--- config.mk ---
export PLATFORM = sky130hd
export DESIGN_NAME = tsn_pri_sched_sel
export DESIGN_NICKNAME = d
export VERILOG_FILES = /design/src/rtl/tsn_pri_sched_sel.sv
export SDC_FILE = /design/constraint.sdc
export NUM_CORES = 1
export LEC_CHECK = 0
export ABC_AREA = 1
export BUFFER_PORTS_ARGS = -buffer_cell sky130_fd_sc_hd__buf_2
export CORE_MARGIN = 2
export CORE_UTILIZATION = 56
export DETAILED_ROUTE_END_ITERATION = 10
export GPL_TIMING_DRIVEN = 0
export PLACE_DENSITY = 0.95
export SYNTH_ARGS = -nofsm -noshare
export SYNTH_HDL_FRONTEND = slang
export SYNTH_SLANG_ARGS = --single-unit
--- constraint.sdc ---
create_clock -name i_clk -period 3.3 [get_ports i_clk]
set_input_delay 0.495 -clock i_clk [delete_from_list [all_inputs] [get_ports i_clk]]
set_output_delay 0.495 -clock i_clk [all_outputs]
set_load 0.005 [all_outputs]
--- src/rtl/tsn_pri_sched_sel.sv ---
// Strict-priority queue selector: grants the highest eligible queue, then tracks that queue's frame on the MAC TX stream.
// Latency: grant one cycle after i_queue_vld; requests arriving while busy are dropped, not queued.
module tsn_pri_sched_sel #(
    parameter int PORT_FIFO_PRI_NUM = 8,
    parameter int TIMEOUT_CYC       = 4096
) (
    input  logic                         i_clk,
    input  logic                         i_rst,
    input  logic                         i_sched_en,
    input  logic [PORT_FIFO_PRI_NUM-1:0] i_queue,
    input  logic                         i_queue_vld,
    input  logic                         i_mac_tx_axis_valid,
    input  logic                         i_mac_tx_axis_last,
    input  logic [15:0]                  i_mac_tx_axis_user,
    output logic [PORT_FIFO_PRI_NUM-1:0] o_scheduing_rst,
    output logic                         o_scheduing_rst_vld,
    output logic                         o_busy,
    output logic                         o_timeout_err
);

    localparam int          N       = PORT_FIFO_PRI_NUM;
    localparam logic [15:0] TO_LAST = 16'(TIMEOUT_CYC - 1);

    typedef enum logic [1:0] {
        IDLE    = 2'd0,
        GRANT   = 2'd1,
        WAIT_TX = 2'd2,
        SEND    = 2'd3
    } state_t;

    state_t         r_state;
    state_t         w_state_nxt;
    logic [N-1:0]   r_grant;
    logic [N-1:0]   w_grant_nxt;
    logic [N-1:0]   w_onehot;
    logic [N-1:0]   w_user;
    logic           r_grant_vld;
    logic           w_grant_vld_nxt;
    logic           r_busy;
    logic           w_busy_nxt;
    logic           r_timeout;
    logic           w_timeout_nxt;
    logic [15:0]    r_cnt;
    logic [15:0]    w_cnt_nxt;
    logic [15:0]    w_cnt_inc;
    logic           w_match;
    logic           w_user_unused;

    assign w_user        = i_mac_tx_axis_user[N-1:0];
    assign w_user_unused = ^i_mac_tx_axis_user;
    assign w_match       = i_mac_tx_axis_valid && (|(w_user & r_grant));
    assign w_cnt_inc     = r_cnt + 16'd1;

    // Last set bit wins, so the result is the one-hot of the highest eligible queue.
    always_comb begin
        w_onehot = '0;
        for (int i = 0; i < N; i++) begin
            if (i_queue[i]) begin
                w_onehot    = '0;
                w_onehot[i] = 1'b1;
            end
        end
    end

    always_ff @(posedge i_clk or posedge i_rst) begin
        if (i_rst) begin
            r_state <= IDLE;
        end else begin
            r_state <= w_state_nxt;
        end
    end

    always_comb begin
        w_state_nxt     = r_state;
        w_grant_nxt     = r_grant;
        w_grant_vld_nxt = 1'b0;
        w_timeout_nxt   = 1'b0;
        w_cnt_nxt       = '0;
        case (r_state)
            IDLE: begin
                if (i_queue_vld && i_sched_en && (|i_queue)) begin
                    w_grant_nxt     = w_onehot;
                    w_grant_vld_nxt = 1'b1;
                    w_state_nxt     = GRANT;
                end
            end
            GRANT: begin
                w_state_nxt = WAIT_TX;
            end
            WAIT_TX: begin
                // A matching beat in the expiry cycle still wins over the timeout.
                if (w_match) begin
                    w_state_nxt = i_mac_tx_axis_last ? IDLE : SEND;
                end else if (w_cnt_inc == TO_LAST) begin
                    w_timeout_nxt = 1'b1;
                    w_state_nxt   = IDLE;
                end else begin
                    w_cnt_nxt = w_cnt_inc;
                end
            end
            SEND: begin
                if (i_mac_tx_axis_valid && i_mac_tx_axis_last) begin
                    w_state_nxt = IDLE;
                end
            end
            default: begin
                w_state_nxt = IDLE;
            end
        endcase
        w_busy_nxt = (w_state_nxt != IDLE);
    end

    // Outputs are registered from next-state values so they line up with the state they describe.
    always_ff @(posedge i_clk or posedge i_rst) begin
        if (i_rst) begin
            r_grant     <= '0;
            r_grant_vld <= 1'b0;
            r_busy      <= 1'b0;
            r_timeout   <= 1'b0;
            r_cnt       <= '0;
        end else begin
            r_grant     <= w_grant_nxt;
            r_grant_vld <= w_grant_vld_nxt;
            r_busy      <= w_busy_nxt;
            r_timeout   <= w_timeout_nxt;
            r_cnt       <= w_cnt_nxt;
        end
    end

    assign o_scheduing_rst     = r_grant;
    assign o_scheduing_rst_vld = r_grant_vld;
    assign o_busy              = r_busy;
    assign o_timeout_err       = r_timeout;

endmodule

==> results of run 1 <==
[final cells by class]
cell class	instances	area share [%]
clock buffer	7	2.94
tap	31	2.07
buffer	1	0.801
sequential	29	38.7
clock inverter	1	1.60
multi-input combinational	152	39.3
timing repair buffer	32	8.54
inverter	30	6.01
[state kept, by name, summed over array words and instances (netlist names)]
register             flops
o_scheduing_rst_vld      1
o_busy                   1
r_cnt                   16
r_state                  2
o_scheduing_rst          8
o_timeout_err            1
[final timing paths]
path                            start                  to
max reg2reg                  r_cnt[0]            r_cnt[8]
min in group asynchronous       i_rst            r_cnt[3]
min                        i_queue[2]  o_scheduing_rst[2]
max                          r_cnt[0]            r_cnt[8]
min reg2reg                r_state[0]       o_timeout_err
max in group asynchronous       i_rst           r_cnt[12]
[cells by family (layout without fill, tap and decap cells)]
group	after synthesis	in the layout	share of synthesized area (%)
AO/OA/AOI/OAI	15	15	6.06
flip-flops	29	29	45.6
XOR/XNOR	4	4	2.20
AND/OR/NAND/NOR	131	131	36.5
adder cells (fa/ha/maj)	2	2	1.57
buffers and inverters	31	71	8.02
[power by group]
| group | internal (mW) | switching, mW | leakage [nW] |
|---|---|---|---|
| Sequential | 0.355 | 0 | 0.380 |
| Clock | 0.181 | 0.122 | 0.0455 |
| Combinational | 0.0101 | 0.0150 | 0.554 |
| Total | 0.546 | 0.137 | 0.980 |
[worst max-delay path: stages, from the launching register on]
cell and delay (ns):
sky130_fd_sc_hd__dfrtp_1 0.44, sky130_fd_sc_hd__ha_1 0.24, sky130_fd_sc_hd__nand3_1 0.18, sky130_fd_sc_hd__nor2_4 0.20, sky130_fd_sc_hd__nand2_2 0.09, sky130_fd_sc_hd__nor2_1 0.09
sky130_fd_sc_hd__nand2_1 0.06, sky130_fd_sc_hd__nand2_1 0.08, sky130_fd_sc_hd__nand2_1 0.06, sky130_fd_sc_hd__nor2_1 0.13, sky130_fd_sc_hd__nand2_2 0.09, sky130_fd_sc_hd__nand3_4 0.12
sky130_fd_sc_hd__buf_8 0.15, sky130_fd_sc_hd__nor2_1 0.04
[cells in the mapped netlist (all sizes together)]
library cell | n | area, um2
a21oi | 5 | 25.0
a221oi | 1 | 8.76
a22o | 3 | 26.3
a31oi | 1 | 6.26
buf | 1 | 15.0
clkinv | 1 | 3.75
dfrtp | 29 | 726
ha | 2 | 25.0
inv | 29 | 109
nand2 | 55 | 211
nand3 | 17 | 97.6
nand3b | 1 | 7.51
nand4 | 9 | 56.3
nor2 | 46 | 190
nor3 | 1 | 5.00
nor4 | 2 | 12.5
o21ai | 3 | 15.0
o21bai | 2 | 15.0
xnor2 | 1 | 8.76
xor2 | 3 | 26.3
[through the flow]
stage / worst slack (ns) / cells / hold WS, ns
finish: 1.21 / 283 / 0.410
global route: 0.999 / 283 / 0.413
CTS: 1.19 / 283 / 0.401
detailed placement: 1.19 / 275 / 0.478
global placement: 1.26 / 275 / 0.481
floorplan: 1.49 / 212 / 0.455
[cells in the final DEF (no fill, tap or decap), types with 4 or more instances in the layout]
cell / count
sky130_fd_sc_hd__nand2_1: 53
sky130_fd_sc_hd__nor2_1: 41
sky130_fd_sc_hd__buf_2: 32
sky130_fd_sc_hd__inv_1: 29
sky130_fd_sc_hd__dfrtp_1: 29
sky130_fd_sc_hd__nand3_1: 16
sky130_fd_sc_hd__nand4_1: 9
sky130_fd_sc_hd__a21oi_1: 5
sky130_fd_sc_hd__clkbuf_4: 5
sky130_fd_sc_hd__nor2_2: 4
[layer usage]
metal,up-vias,global-route usage (%),share of wire [%]
met2,38,41.9,51
li1,752,-,-
met1,676,28.2,44
met3,2,5.44,4.4
met4,0,4.98,0.71
met5,-,0,0
==> results.json, run 1 <==
{
  "wire_length_of_the_first_global_routing_pass_um": 5870,
  "worst_hold_path_type": "input port to register",
  "fraction_of_layout_cells_with_a_size_suffix_above_1_pct": 19.0,
  "totalNegativeSetupSlack_ns": 0,
  "grt_antenna_before_repair": 0,
  "power.total_mw": 0.683,
  "number_of_antenna_cells_inserted": 0,
  "horizontal_extent_of_the_die_um": 57.3,
  "areaGrowthSynthToFinish_pct": 17.9,
  "synthesis.nets": 244,
  "maxCapViolCount": 0,
  "post_route_wl_um": 3360,
  "report.final.hold_viol_count": 0,
  "final_hpwl_dp_um": 2570,
  "synthCells": 212,
  "dpl_cell_area_mm2": 0.00179,
  "cp-end-kind": "register",
  "cp.required_ns": 3.51,
  "die_area_mm2": 0.00328,
  "final_antenna_net_count": 0,
  "finalNetCount": 283,
  "htree_levels": 2,
  "clock_latency_ns": 0.32,
  "core_region_area_mm2": 0.00273,
  "synth-seq-cells": 29,
  "global_route_total_usage_across_every_layer_pct": 23.2,
  "ys_warn_count": 0,
  "slew_headroom_pct": 27.8,
  "timing.clock.skew_ns": 0.00844,
  "pin_count": 41,
  "post_synth.cell_area_avg_um2": 7.50,
  "slew_at_the_pin_closest_to_its_max_slew_limit_ns": 1.08,
  "rr_worst_depth": 13,
  "finalSetupViolCount": 0,
  "route.detailed.vias_per_inst": 5.19,
  "timing.final.crit_share_pct": 63.4,
  "floorplan.initialDensity_pct": 58.2,
  "arrival_time_of_data_at_the_critical_path_endpoint_ns": 2.31,
  "postLayoutCoreUtil_pct": 68.6,
  "cts-buffers-inserted": 5,
  "ys_seq_area_share_pct": 45.6,
  "worst-setup-path-type": "register to register",
  "fillCellCount": 210,
  "layout.area.seq_um2": 726,
  "maximum_buffer_depth_of_the_clock_tree": 2,
  "route.vias.total": 1468,
  "multi_input_area_um2": 737,
  "mappedNetlistArea_mm2": 0.00159,
  "cts_tree": "built",
  "routed_wire_length_per_instance_um": 11.9,
  "gp_congestion": 0.932,
  "via_count_of_the_first_global_routing_pass": 1405,
  "drv_slew": 0,
  "fmax_ghz": 0.478,
  "cts_setup_buffers": 0,
  "cts_resized": 0,
  "timing.hold.worst_path_depth": 3,
  "die_height_um": 57.3,
  "crit_fanout": 10,
  "drt_pass1_iterations": 4,
  "port_buffers": 32,
  "setup_repair_after_global_routing_missed_its_margin": "no",
  "clkSlewWorstSetupHoldPaths_ns": 0.09,
  "final.min_clock_period_ns": 2.09,
  "r2r_slack_ns": 1.21,
  "synth.distinct_cells": 24,
  "grt_max_degree": 30,
  "status": "completed",
  "power-per-cell-area_mw_per_mm2": 364,
  "p_leak_nw": 0.980,
  "cts_hold_repair.buffers": 0,
  "initialDrtViolationCount": 76,
  "ctsRootBufferMaster": "sky130_fd_sc_hd__clkbuf_4",
  "final_cell_area_mm2": 0.00187,
  "global_route.overflow_total": 0,
  "ir_drop_mv": 0.621,
  "placementRows": 19,
  "drcViolationCount": 0,
  "cts_num_sinks": 29,
  "worstSetupStartpointType": "register"
}
(Power assumes the default switching activity.)
==> run 2, diff against run 1 <==
- CORE_UTILIZATION: 56 -> 52
- PLACE_DENSITY: 0.95 -> 0.9
- clock period: 3.3 -> 2.1 ns (I/O delays scaled with it)
==> run 2 against run 1 <==
- register-to-register slack worse by 1.0 ns
- critical path type unchanged
- combinational power up 52%
- sequential power up 57%
- worst hold slack worse by 0.19 ns
- maximum frequency up 9.2%
- power up 58%
- first-iteration DRC count down 32%
- global-route usage down 2.0 points
- sequential share of layout area down 0.78 points
- clock-buffer cell count unchanged
- largest power group unchanged
- worst setup slack worse by 1.0 ns
==> results.json, run 2 (synthesis gave the netlist of run 1 again) <==
{
  "status": "completed",
  "core_region_area_mm2": 0.00298,
  "fmax_ghz": 0.522,
  "worstSetupStartpointType": "register",
  "drt_pass1_iterations": 5,
  "die_area_mm2": 0.00352,
  "placementRows": 20,
  "worst_hold_path_type": "input port to register",
  "slew_at_the_pin_closest_to_its_max_slew_limit_ns": 1.06,
  "timing.final.crit_share_pct": 91.2,
  "cts_tree": "built",
  "htree_levels": 2,
  "cp-end-kind": "register",
  "route.detailed.vias_per_inst": 5.19,
  "die_height_um": 59.3,
  "finalSetupViolCount": 0,
  "cts_num_sinks": 29,
  "setup_repair_after_global_routing_missed_its_margin": "yes",
  "grt_antenna_before_repair": 0,
  "floorplan.initialDensity_pct": 53.4,
  "maximum_buffer_depth_of_the_clock_tree": 2,
  "final.min_clock_period_ns": 1.92,
  "most-common-layout-cells": "sky130_fd_sc_hd__nand2_1 (53), sky130_fd_sc_hd__nor2_1 (41), sky130_fd_sc_hd__buf_2 (32)",
  "post_route_wl_um": 3320,
  "slew_headroom_pct": 29.1,
  "final_antenna_net_count": 0,
  "drv_slew": 0,
  "global_route_total_usage_across_every_layer_pct": 21.1,
  "clkSlewWorstSetupHoldPaths_ns": 0.10,
  "gp_congestion": 0.880,
  "fillCellCount": 249,
  "grt_max_degree": 30,
  "global_route.overflow_total": 0,
  "route.vias.total": 1494,
  "maxCapViolCount": 0,
  "areaGrowthSynthToFinish_pct": 20.7,
  "crit_fanout": 10,
  "power-per-cell-area_mw_per_mm2": 563,
  "cp.required_ns": 2.33,
  "wire_length_of_the_first_global_routing_pass_um": 5490,
  "layout.cells.most_common": "sky130_fd_sc_hd__nand2_1",
  "fraction_of_layout_cells_with_a_size_suffix_above_1_pct": 21.6,
  "finalNetCount": 286,
  "pre_cts_ws_ns": 0.0334,
  "horizontal_extent_of_the_die_um": 59.3,
  "pin_count": 41,
  "cp_cell_sequence": "ha_4, nand3_2, nor2_4, nand2_2, nor2_1, nand2_1, nand2_1, nand2_1, nor2_1, nand2_2, nand3_4, buf_8, nor2_1",
  "routed_wire_length_per_instance_um": 11.5,
  "initialDrtViolationCount": 52,
  "drcViolationCount": 0,
  "port_buffers": 32,
  "via_count_of_the_first_global_routing_pass": 1361,
  "worst-setup-path-type": "register to register",
  "report.final.hold_viol_count": 0,
  "critical-path-max-stage-delay_ns": 0.43,
  "timing.critical_path.slowest_stage_cell": "sky130_fd_sc_hd__dfrtp_2",
  "timing.clock.skew_ns": 0.0119,
  "max_ffs_per_register": 16,
  "clock_latency_ns": 0.33,
  "cts-buffers-inserted": 5,
  "number_of_antenna_cells_inserted": 0,
  "p_leak_nw": 0.992,
  "final_hpwl_dp_um": 2550,
  "ctsRootBufferMaster": "sky130_fd_sc_hd__clkbuf_4",
  "largest_register": "r_cnt",
  "ir_drop_mv": 0.333,
  "totalNegativeSetupSlack_ns": 0,
  "postLayoutCoreUtil_pct": 64.5,
  "setup_slack_ns": 0.184,
  "arrival_time_of_data_at_the_critical_path_endpoint_ns": 2.15
}
==> run 2: cell types whose count changed in the layout (fill, tap and decap cells not counted), sizes merged <==
cell	change
buf	+3
==> run 2: final cells by class <==
type | instances | area [um2] | share of cell area [%]
clock buffer | 7 | 55.1 | 2.87
buffer | 1 | 15.0 | 0.782
multi-input combinational | 152 | 754 | 39.3
inverter | 30 | 113 | 5.87
clock inverter | 1 | 30.0 | 1.56
tap | 33 | 41.3 | 2.15
sequential | 29 | 728 | 37.9
timing repair buffer | 35 | 183 | 9.52
==> run 2: per-stage QoR <==
step                      hold slack (ns)  total power, mW  cell area [um2]  std cells
final                               0.223             1.08             1920        288
after floorplan                     0.393            0.582             1590        212
after global placement              0.483            0.607             1790        277
after CTS                           0.210             1.09             1880        285
after global routing                0.224             1.13             1920        288
after detailed placement            0.493            0.608             1790        277
==> run 2: power breakdown <==
group	leakage (nW)	switching [mW]	internal, mW	total, mW
Combinational	0.568	0.0223	0.0158	0.0382
Clock	0.0455	0.200	0.284	0.484
Sequential	0.378	0	0.558	0.558
==> run 2: metal layers <==
layer	up-vias	track usage, %	wire length [um]	part of all wire, %
met3	11	7.42	237	7.1
met2	57	36.3	1620	49
li1	760	-	-	-
met1	666	24.7	1390	42
met5	-	0	0	0
met4	0	6.49	72	2.2
==> run 2: final timing paths <==
path / startpoint / to / slack [ns] / cells past startpoint
worst max-delay path: r_cnt[1] / r_cnt[7] / 0.18 / 13
min in group asynchronous: i_rst / r_cnt[4] / 0.23 / 2
worst max register to register: r_cnt[1] / r_cnt[7] / 0.18 / 13
max in group asynchronous: i_rst / r_cnt[1] / 1.17 / 2
worst min-delay path: i_queue[2] / o_scheduing_rst[2] / 0.22 / 3
worst min register to register: r_state[0] / o_timeout_err / 0.51 / 1
==> run 2: critical path, delay by kind of cell, from the launching register on <==
family | cells | cell delay [ns]
adders and majority gates | 1 | 0.16
buffers and inverters | 1 | 0.15
DFF | 1 | 0.43
and+or+nand+nor | 11 | 1.06
==> run 2: repair_timing <==
action,4_1_cts,5_1_grt
hold buffers,0,0
resized for setup,0,5
setup buffers,0,3
setup endpoints to repair,0,19
==> run 3, diff against run 2 <==
- CORE_UTILIZATION: 52 -> 54
- CTS_BUF_LIST: unset -> sky130_fd_sc_hd__clkbuf_4 sky130_fd_sc_hd__clkbuf_8
- PLACE_DENSITY: 0.9 -> 0.92
==> run 3 against run 2 <==
- sequential cell count did not move
- non-clock buffer count fell by 1
- first-iteration DRC count rose by 42%
- worst hold slack got worse by 0.0012 ns
- clock-buffer cell count did not move
- power rose by 1.2%
- utilization rose by 3.9 points
- final cell count fell by 1.0%
- clock skew fell by 0.0029 ns
- sequential power barely moved
- critical path depth did not move
- largest cell class unchanged
- largest power group unchanged
==> results.json, run 3 (synthesis gave the netlist of run 1 again) <==
{
  "status": "completed",
  "layout.cells.most_common": "sky130_fd_sc_hd__nand2_1",
  "worst-setup-path-type": "register to register",
  "pin_count": 41,
  "met2_usage_pct": 34.7,
  "post_route_wl_um": 3220,
  "slew_headroom_pct": 29.0,
  "die_area_mm2": 0.00339,
  "grt.met3_usage_pct": 4.91,
  "final.min_clock_period_ns": 1.97,
  "clock_latency_ns": 0.33,
  "final_antenna_net_count": 0,
  "global_route.overflow_total": 0,
  "cts-buffers-inserted": 5,
  "power-per-cell-area_mw_per_mm2": 575,
  "ir_drop_mv": 0.516,
  "horizontal_extent_of_the_die_um": 58.3,
  "fraction_of_layout_cells_with_a_size_suffix_above_1_pct": 20.9,
  "most-common-layout-cells": "sky130_fd_sc_hd__nand2_1 (53), sky130_fd_sc_hd__nor2_1 (41), sky130_fd_sc_hd__buf_2 (32)",
  "postLayoutCoreUtil_pct": 68.3,
  "floorplan.initialDensity_pct": 57.2,
  "slew_at_the_pin_closest_to_its_max_slew_limit_ns": 1.06,
  "via_count_of_the_first_global_routing_pass": 1327,
  "grt_max_degree": 30,
  "port_buffers": 32,
  "route.vias.total": 1472,
  "routing_layer_with_the_top_usage_in_global_route": "met2",
  "number_of_antenna_cells_inserted": 0,
  "ctsRootBufferMaster": "sky130_fd_sc_hd__clkbuf_4",
  "worst_hold_path_type": "input port to register",
  "grt_antenna_before_repair": 0,
  "cp.required_ns": 2.34,
  "crit_fanout": 10,
  "numPlacedInstances": 275,
  "maxCapViolCount": 0,
  "report.final.hold_viol_count": 0,
  "cts_hold_repair.buffers": 0,
  "max_ffs_per_register": 16,
  "timing.critical_path.slowest_stage_cell": "sky130_fd_sc_hd__dfrtp_1",
  "finalSetupViolCount": 0,
  "finalNetCount": 285,
  "wire_length_of_the_first_global_routing_pass_um": 5400,
  "cp_cell_sequence": "ha_2, nand3_2, nor2_4, nand3_1, nand2_1, nand2_1, inv_1, nand3_1, nor2_1, nand2_2, nand3_4, buf_8, nor2_1",
  "gp_congestion": 0.846,
  "htree_levels": 2,
  "layout.area.seq_um2": 726,
  "timing.final.crit_share_pct": 93.8,
  "timing.clock.skew_ns": 0.00898,
  "final_hpwl_dp_um": 2410,
  "areaGrowthSynthToFinish_pct": 19.5,
  "p_leak_nw": 0.991,
  "worstSetupStartpointType": "register",
  "cp-end-kind": "register",
  "layoutNonFillerInstCount": 285,
  "global_route_total_usage_across_every_layer_pct": 21.6,
  "largest_register": "r_cnt",
  "drcViolationCount": 0,
  "drv_slew": 0,
  "globalRouteMet1Util_pct": 26.0,
  "cp_top_family": "simple AND/OR/NAND/NOR gates",
  "die_height_um": 58.3,
  "maximum_buffer_depth_of_the_clock_tree": 2,
  "placementRows": 19,
  "drt_pass1_iterations": 4,
  "route.detailed.vias_per_inst": 5.16,
  "multi_input_area_um2": 744,
  "cts_tree": "built",
  "initialDrtViolationCount": 74,
  "fmax_ghz": 0.508,
  "arrival_time_of_data_at_the_critical_path_endpoint_ns": 2.21,
  "critical-path-max-stage-delay_ns": 0.41,
  "core_region_area_mm2": 0.00278,
  "fillCellCount": 236,
  "routed_wire_length_per_instance_um": 11.3,
  "clkSlewWorstSetupHoldPaths_ns": 0.10,
  "critical_path.n_buffers_inverters": 2,
  "cts_num_sinks": 29
}
==> run 3: final cells by class <==
| type | instances | area share (%) |
|---|---|---|
| buffer | 1 | 0.790 |
| clock buffer | 7 | 3.09 |
| clock inverter | 1 | 1.58 |
| inverter | 30 | 5.92 |
| multi-input combinational | 152 | 39.2 |
| sequential | 29 | 38.2 |
| tap | 31 | 2.04 |
| timing repair buffer | 34 | 9.22 |
==> run 3: worst paths after layout <==
| path | from | end | slack, ns | cells past startpoint |
|---|---|---|---|---|
| min in group asynchronous | i_rst | o_scheduing_rst[1] | 0.23 | 2 |
| min | i_queue[2] | o_scheduing_rst[2] | 0.22 | 3 |
| min reg2reg | r_state[0] | o_timeout_err | 0.50 | 1 |
| max | r_cnt[1] | r_cnt[11] | 0.13 | 13 |
| max reg2reg | r_cnt[1] | r_cnt[11] | 0.13 | 13 |
| max in group asynchronous | i_rst | r_cnt[4] | 1.23 | 2 |
==> run 3: per-stage QoR <==
step	setup WS, ns	total power [mW]	area (um2)	TNS, ns	hold slack (ns)
after CTS	0.0222	1.10	1890	0	0.216
after floorplan	0.290	0.582	1590	0	0.393
after global routing	-0.0372	1.13	1900	-0.302	0.221
after global placement	0.0664	0.607	1790	0	0.482
final	0.130	1.09	1900	0	0.222
after detailed placement	0.00471	0.608	1790	0	0.481
==> run 3: power breakdown <==
group | internal, mW | switching (mW)
combinational | 0.0158 | 0.0222
sequential | 0.558 | 0
clock | 0.297 | 0.200
total | 0.871 | 0.222
==> run 3: timing repair <==
item,in CTS,in global routing
setup buffers,1,1
resized for setup,0,2
setup endpoints to repair,5,12
endpoints found under the hold margin,0,0
pin swaps,1,1
==> run 3: per-layer routing <==
layer	up-vias	routed length [um]
met5	-	0
met4	0	83
met3	10	211
met2	48	1510
met1	652	1410
li1	762	-
==> run 3: worst reg2reg max path, delay by kind of cell (launching register included) <==
kind,cells,cell delay (ns)
flip-flops,1,0.41
adder cells (fa/ha/maj),1,0.24
buffers and inverters,2,0.21
AND/OR/NAND/NOR,10,1.03
